## src/rtl/seg7_bcd_counter_mux.sv

```systemverilog
// -----------------------------------------------------------------------------
// seg7_bcd_counter_mux
//
// Purpose:
//   N-digit BCD up/down counter with a prescaled count tick, driving a
//   multiplexed 7-segment display. Each digit is held for MUX_DIV clocks
//   before the scan moves to the next one. Segment, decimal point and digit
//   enable outputs are registered. When SEG_ACTIVE_LOW is non-zero they are
//   inverted in that register, which suits common-anode displays.
//
// Optional build feature:
//   SEG7_LZB_EN  Defining this macro enables leading-zero blanking. A digit
//                i>0 goes dark when it and every higher digit are zero.
//                Digit 0 is never blanked. The decimal point still follows
//                i_dp_mask.
//
// Parameters:
//   DIGITS          number of BCD digits (>=1); digit 0 is least significant
//   PRESCALE        clocks per count tick (>=1)
//   MUX_DIV         clocks each digit is held during the scan (>=1)
//   SEG_ACTIVE_LOW  1: o_seg/o_dp/o_dig_sel are inverted at the output register
//
// Ports:
//   i_clk        clock; all logic on the rising edge
//   i_rst_n      synchronous reset, active low
//   i_en         1: prescaler runs; 0: prescaler and count frozen (scan keeps going)
//   i_up         count direction, sampled on tick (1 = up)
//   i_load       load i_load_val this cycle (nibbles above 9 load as 9)
//   i_load_val   BCD nibbles; nibble i goes to digit i
//   i_dp_mask    decimal point lit while digit i is scanned if bit i is set
//   o_seg        registered segments, bit0 = A .. bit6 = G
//   o_dp         registered decimal point
//   o_dig_sel    registered one-hot digit enable
//   o_value      current count (direct view of the count register)
//   o_carry      one-cycle pulse after a wrap (up 9..9 -> 0, down 0 -> 9..9)
// -----------------------------------------------------------------------------
module seg7_bcd_counter_mux #(
    parameter int DIGITS         = 4,
    parameter int PRESCALE       = 1000,
    parameter int MUX_DIV        = 16,
    parameter int SEG_ACTIVE_LOW = 0
) (
    input  logic                  i_clk,
    input  logic                  i_rst_n,
    input  logic                  i_en,
    input  logic                  i_up,
    input  logic                  i_load,
    input  logic [4*DIGITS-1:0]   i_load_val,
    input  logic [DIGITS-1:0]     i_dp_mask,
    output logic [6:0]            o_seg,
    output logic                  o_dp,
    output logic [DIGITS-1:0]     o_dig_sel,
    output logic [4*DIGITS-1:0]   o_value,
    output logic                  o_carry
);

    localparam int PRE_W = (PRESCALE > 1) ? $clog2(PRESCALE) : 1;
    localparam int MUX_W = (MUX_DIV > 1)  ? $clog2(MUX_DIV)  : 1;
    localparam int IDX_W = (DIGITS > 1)   ? $clog2(DIGITS)   : 1;

    localparam logic [PRE_W-1:0] PRE_LAST = PRE_W'(PRESCALE - 1);
    localparam logic [MUX_W-1:0] MUX_LAST = MUX_W'(MUX_DIV - 1);
    localparam logic [IDX_W-1:0] IDX_LAST = IDX_W'(DIGITS - 1);
    localparam logic             INV      = (SEG_ACTIVE_LOW != 0);

    // ------------------------------------------------------------------
    // State
    // ------------------------------------------------------------------
    logic [4*DIGITS-1:0] r_cnt;
    logic [PRE_W-1:0]    r_pre_rem;     // clocks left until the next tick
    logic [MUX_W-1:0]    r_mux_rem;     // clocks left on the current digit
    logic [IDX_W-1:0]    r_idx;
    logic                r_carry;
    logic [6:0]          r_seg;
    logic                r_dp;
    logic [DIGITS-1:0]   r_dig_sel;

    // ------------------------------------------------------------------
    // Combinational helpers
    // ------------------------------------------------------------------
    logic                w_tick;
    logic [4*DIGITS-1:0] w_load_val;
    logic [4*DIGITS-1:0] w_cnt_step;
    logic                w_ripple;
    logic                w_wrap;
    logic [3:0]          w_dig;
    logic [3:0]          w_sel_dig;
    logic                w_dp_raw;
    logic [DIGITS-1:0]   w_dsel_raw;
    logic                w_blank;
    logic [6:0]          w_seg_raw;
`ifdef SEG7_LZB_EN
    logic [DIGITS-1:0]   w_lz;          // bit i: digit i and all higher digits are zero
    logic                w_hi_zero;
`endif

    function automatic logic [6:0] glyph(input logic [3:0] d);
        logic [6:0] g;
        case (d)
            4'd0:    g = 7'h3F;
            4'd1:    g = 7'h06;
            4'd2:    g = 7'h5B;
            4'd3:    g = 7'h4F;
            4'd4:    g = 7'h66;
            4'd5:    g = 7'h6D;
            4'd6:    g = 7'h7D;
            4'd7:    g = 7'h07;
            4'd8:    g = 7'h7F;
            4'd9:    g = 7'h6F;
            default: g = 7'h00;
        endcase
        return g;
    endfunction

    // A tick is the last clock of a prescale period while enabled.
    assign w_tick = i_en && (r_pre_rem == '0);

    // Out-of-range load nibbles saturate to 9 so the count stays valid BCD.
    always_comb begin
        w_load_val = '0;
        for (int i = 0; i < DIGITS; i++) begin
            w_load_val[4*i +: 4] = (i_load_val[4*i +: 4] > 4'd9) ? 4'd9 : i_load_val[4*i +: 4];
        end
    end

    // One-cycle ripple: a digit moves only while every lower digit sits at its
    // terminal value (9 going up, 0 going down). Ripple surviving past the top
    // digit means the whole counter wrapped.
    always_comb begin
        w_cnt_step = r_cnt;
        w_ripple   = 1'b1;
        w_dig      = 4'd0;
        for (int i = 0; i < DIGITS; i++) begin
            w_dig = r_cnt[4*i +: 4];
            if (w_ripple) begin
                if (i_up) begin
                    w_cnt_step[4*i +: 4] = (w_dig >= 4'd9) ? 4'd0 : w_dig + 4'd1;
                end else begin
                    w_cnt_step[4*i +: 4] = (w_dig == 4'd0) ? 4'd9 : w_dig - 4'd1;
                end
            end
            w_ripple = w_ripple & (i_up ? (w_dig >= 4'd9) : (w_dig == 4'd0));
        end
        w_wrap = w_ripple;
    end

`ifdef SEG7_LZB_EN
    always_comb begin
        w_lz      = '0;
        w_hi_zero = 1'b1;
        for (int i = DIGITS - 1; i >= 0; i--) begin
            w_hi_zero = w_hi_zero & (r_cnt[4*i +: 4] == 4'd0);
            w_lz[i]   = w_hi_zero;
        end
    end
`endif

    // Digit selection for the scan. A compare loop is used in place of a
    // variable part-select so that DIGITS=1 needs no special case.
    always_comb begin
        w_sel_dig  = 4'd0;
        w_dp_raw   = 1'b0;
        w_dsel_raw = '0;
        w_blank    = 1'b0;
        for (int i = 0; i < DIGITS; i++) begin
            if (r_idx == IDX_W'(i)) begin
                w_sel_dig     = r_cnt[4*i +: 4];
                w_dp_raw      = i_dp_mask[i];
                w_dsel_raw[i] = 1'b1;
`ifdef SEG7_LZB_EN
                w_blank       = (i > 0) && w_lz[i];
`endif
            end
        end
        w_seg_raw = w_blank ? 7'h00 : glyph(w_sel_dig);
    end

    // ------------------------------------------------------------------
    // Count and prescaler. The order of priority is reset, then load, then tick.
    // ------------------------------------------------------------------
    always_ff @(posedge i_clk) begin
        if (!i_rst_n) begin
            r_cnt     <= '0;
            r_pre_rem <= PRE_LAST;
            r_carry   <= 1'b0;
        end else if (i_load) begin
            r_cnt     <= w_load_val;
            r_pre_rem <= PRE_LAST;
            r_carry   <= 1'b0;
        end else begin
            r_carry <= 1'b0;
            if (w_tick) begin
                r_cnt     <= w_cnt_step;
                r_carry   <= w_wrap;
                r_pre_rem <= PRE_LAST;
            end else if (i_en) begin
                r_pre_rem <= r_pre_rem - PRE_W'(1);
            end
        end
    end

    // ------------------------------------------------------------------
    // Scan timer. It runs freely after reset and ignores i_en.
    // ------------------------------------------------------------------
    always_ff @(posedge i_clk) begin
        if (!i_rst_n) begin
            r_mux_rem <= MUX_LAST;
            r_idx     <= '0;
        end else if (r_mux_rem == '0) begin
            r_mux_rem <= MUX_LAST;
            r_idx     <= (r_idx == IDX_LAST) ? '0 : r_idx + IDX_W'(1);
        end else begin
            r_mux_rem <= r_mux_rem - MUX_W'(1);
        end
    end

    // ------------------------------------------------------------------
    // Display output register. Polarity inversion happens here, so reset
    // drives the dark level of whichever polarity is built.
    // ------------------------------------------------------------------
    always_ff @(posedge i_clk) begin
        if (!i_rst_n) begin
            r_seg     <= {7{INV}};
            r_dp      <= INV;
            r_dig_sel <= {DIGITS{INV}};
        end else begin
            r_seg     <= w_seg_raw ^ {7{INV}};
            r_dp      <= w_dp_raw ^ INV;
            r_dig_sel <= w_dsel_raw ^ {DIGITS{INV}};
        end
    end

    assign o_seg     = r_seg;
    assign o_dp      = r_dp;
    assign o_dig_sel = r_dig_sel;
    assign o_value   = r_cnt;
    assign o_carry   = r_carry;

endmodule

```

## config.mk

```make
export PLATFORM = sky130hd
export DESIGN_NAME = seg7_bcd_counter_mux
export DESIGN_NICKNAME = d
export VERILOG_FILES = /design/src/rtl/seg7_bcd_counter_mux.sv
export SDC_FILE = /design/constraint.sdc
export NUM_CORES = 1
export LEC_CHECK = 0
export CAP_MARGIN = 10
export CORE_ASPECT_RATIO = 1.2
export CORE_UTILIZATION = 49
export CTS_CLUSTER_SIZE = 10
export DETAILED_ROUTE_END_ITERATION = 12
export GPL_ROUTABILITY_DRIVEN = 1
export PLACE_DENSITY = 0.77
export SLEW_MARGIN = 30
export SYNTH_ARGS = -nofsm -noshare
export SYNTH_HDL_FRONTEND = slang
export SYNTH_SLANG_ARGS = --single-unit
export TNS_END_PERCENT = 10
```

## constraint.sdc

```tcl
create_clock -name i_clk -period 1.95 [get_ports i_clk]
set_input_delay 0.195 -clock i_clk [delete_from_list [all_inputs] [get_ports i_clk]]
set_output_delay 0.195 -clock i_clk [all_outputs]
set_load 0.02 [all_outputs]
```

==> results of run 1 <==
==> state kept, by name (all words and copies together), names as in the netlist <==
register,count
r_pre_rem,10
r_idx,2
r_mux_rem,4
o_dp,1
o_value,16
o_carry,1
o_seg,7
o_dig_sel,4
==> power breakdown <==
part	internal, mW	switching, mW	leakage [nW]	total (mW)
Clock	0.248	0.333	0.0439	0.581
Combinational	0.355	0.366	1.35	0.721
Sequential	0.962	0.0502	0.374	1.01
Total	1.56	0.749	1.77	2.31
==> per-layer routing <==
metal	track usage	part of all wire	vias to the layer above
met5	0	0	-
met2	0.433	0.51	98
met3	0.0374	0.038	18
met1	0.299	0.43	1522
met4	0.0962	0.024	0
li1	-	-	1628
==> Yosys cell counts, types with 3 or more instances <==
library cell	n
dfxtp_1	45
nor2_1	32
inv_1	29
nand2_1	29
a21oi_1	26
ha_1	26
o21ai_0	18
clkbuf_1	16
nand3_1	16
nand3b_1	12
a211oi_1	11
nor3_1	9
nor2b_1	8
a31oi_1	7
and2_1	7
buf_2	7
o21ai_1	7
nor3b_1	6
nand2b_1	5
xnor2_1	5
and3_1	4
mux2i_1	4
nor4b_1	4
o311ai_0	4
o31a_1	4
a21boi_1	3
nor4_1	3
o21a_1	3
o311a_1	3
==> metrics by stage <==
step,cells,utilization
after floorplan,402,-
after global placement,557,0.654
after detailed placement,557,0.654
after CTS,565,0.668
after global routing,577,0.707
final,577,0.707
==> cell families after synthesis <==
kind of cell	count (synthesis)	share of synthesized area
compound gates	114	0.257
fa+ha+maj	26	0.101
flops	45	0.279
buf+inv	55	0.0679
mux	5	0.0194
xor+xnor	7	0.0190
simple gates	150	0.256
==> worst min-delay path by stage <==
stage | from | slack, ns | to | cells past startpoint
final | r_mux_rem[0]$_SDFF_PP1_ | 0.42 | r_mux_rem[0]$_SDFF_PP1_ | 1
after global routing | r_mux_rem[0]$_SDFF_PP1_ | 0.45 | r_mux_rem[0]$_SDFF_PP1_ | 1
after CTS | r_mux_rem[0]$_SDFF_PP1_ | 0.43 | r_mux_rem[0]$_SDFF_PP1_ | 1
after detailed placement | r_mux_rem[0]$_SDFF_PP1_ | 0.41 | r_mux_rem[0]$_SDFF_PP1_ | 1
after global placement | r_mux_rem[0]$_SDFF_PP1_ | 0.39 | r_mux_rem[0]$_SDFF_PP1_ | 1
after floorplan | i_en | 0.31 | r_pre_rem[0]$_SDFFE_PP1P_ | 2
==> worst max-delay path, delay by kind of cell, from the launching register on <==
family,cells,cell delay [ns]
AO/OA/AOI/OAI,2,0.67
adder cells (fa/ha/maj),2,0.36
buffers and inverters,2,0.24
flip-flops,1,0.37
AND/OR/NAND/NOR,2,0.20
==> timing repair <==
item / 4_1_cts / 5_1_grt
endpoints found under the setup margin: 3 / 15
pin swaps: 1 / 14
gates cloned: 0 / 1
buffers inserted: 0 / 11
gates resized for setup: 1 / 33
==> layout make-up <==
| type | instances | area [um2] |
|---|---|---|
| well taps | 85 | 106 |
| clock buffers | 5 | 68.8 |
| repair buffers | 106 | 988 |
| clock inverters | 3 | 17.5 |
| inverters | 31 | 121 |
| multi-input cells | 302 | 2300 |
| fillers | 491 | 1880 |
| flip-flops and latches | 45 | 921 |
==> run metrics, run 1 <==
R2R depth 8; commonest non-fill, non-tap cells in the layout clkdlybuf4s50_1 (53), buf_4 (44), dfxtp_1 (37); CTS Hold Bufs 0; largest net degree at the start of global routing 29; end of the critical path o_seg[5]$_SDFF_PN0_; Ports 54; # nets final 542; DIE AREA 0.00691 mm2; maxcap violations 0; critical path class flip-flop to flip-flop; Pwr Total 2.31 mW; Post-Synthesis Cells 402; gpl congestion 0.931; CTS tree done; FF-to-FF Start r_idx[1]$_SDFFE_PN0P_; Vias/cell 5.66; worst setup path startpoint r_idx[1]$_SDFFE_PN0P_; area delta synth->final 40.4%; Fin. Hold Viols 0; Rel. slew slack 0.697; Worst Hold Slack 0.425 ns; R2R setup slack -0.00006 ns; Min Clock Period, post-route 1.95 ns; synth unique cells 64; CP Cell Sequence buf_6 -> ha_4 -> nor2b_1 -> a211o_2 -> inv_1 -> ha_1 -> nor3_2 -> o31a_1; maximum fanout along the worst path 7; Post-DRT Antenna Nets 0; Synth top area share 0.279; asr flop ratio synth 0; Peak VDD IR 478 uV; Worst path slowest cell a211o_2; violated checks setup timing; drt first pass iters 5; reg2reg end o_seg[5]$_SDFF_PN0_; dominant synthesized flop cell dfxtp_1; mean post-synth cell area 8.02 um2; DRT Wirelength 8670 um; HPWL after DPL 6070 um; Final TNS setup -0.0000615 ns; grt total ovfl 0; Worst Skew 0.0114 ns; first-pass GRT wire length 14000 um; total vias in the final route 3266; FP Rows 32; Place WS -0.00475 ns; post-route worst setup slack -0.0000615 ns; total CTS buffers 5; # DRC 0; drt initial violations 215; # diodes 0; Crit. End Element flip-flop; leakage 1.77 nW; Yosys top cell by area dfxtp_1; sequential-to-total area share from yosys stat 0.279; initial core utilization 0.503; crit path launch type flip-flop; clk slew on worst S/H paths 0.09 ns; vias in the first global route 3111; post-synth net total 453; Worst-Skew Late Latency 0.31 ns; RSZ-0062 raised after global routing yes; Worst Tran Pin Value 0.454 ns; most common cell after layout, fill and taps aside clkdlybuf4s50_1; clock sink total 45; FF+latch count, synth 45; die width 76.1 um; Crit path largest cell delay 0.39 ns; Critical Path AT 2.15 ns; fin. max-slew vios 0; Synth area leaders dfxtp_1 (28%), ha_1 (10%), a21oi_1 (4.0%), nor2_1 (3.7%), inv_1 (3.4%); status complete, but fails checks; port bufs 53; synth warn 0; fin area 0.00453 mm2; Setup violations, final 1; fmax 513 MHz; Tightest Hold Check Type flip-flop to flip-flop; final worst path period share 1.00; CTS Buffer Depth 2; Post-DP Area 0.00419 mm2; initial antenna violation count 0; CTS root buffer clkbuf_8; number of synthesized flops with an enable pin 0; Netlist Area Pre-Place 0.00322 mm2; Worst EP required 2.15 ns; Routed WL per cell 15.0 um; Core Footprint 0.00641 mm2; share of cells above drive strength 1 0.226; PwrDens 511 mW/mm2; chip height 90.9 um; CTS H-tree depth 2; total track usage 0.246
No activity file was read; power rests on OpenSTA's default activity.
==> inputs of run 2 (changes only) <==
--- a/config.mk
+++ b/config.mk
@@ -8,7 +8,7 @@
 export CAP_MARGIN = 10
 export CORE_ASPECT_RATIO = 1.2
 export CORE_UTILIZATION = 49
-export CTS_CLUSTER_SIZE = 10
+export CTS_CLUSTER_SIZE = 14
 export DETAILED_ROUTE_END_ITERATION = 12
 export GPL_ROUTABILITY_DRIVEN = 1
 export PLACE_DENSITY = 0.77
==> results of run 2 <==
No change in the layout: final DEF, timing and power equal those of run 1.
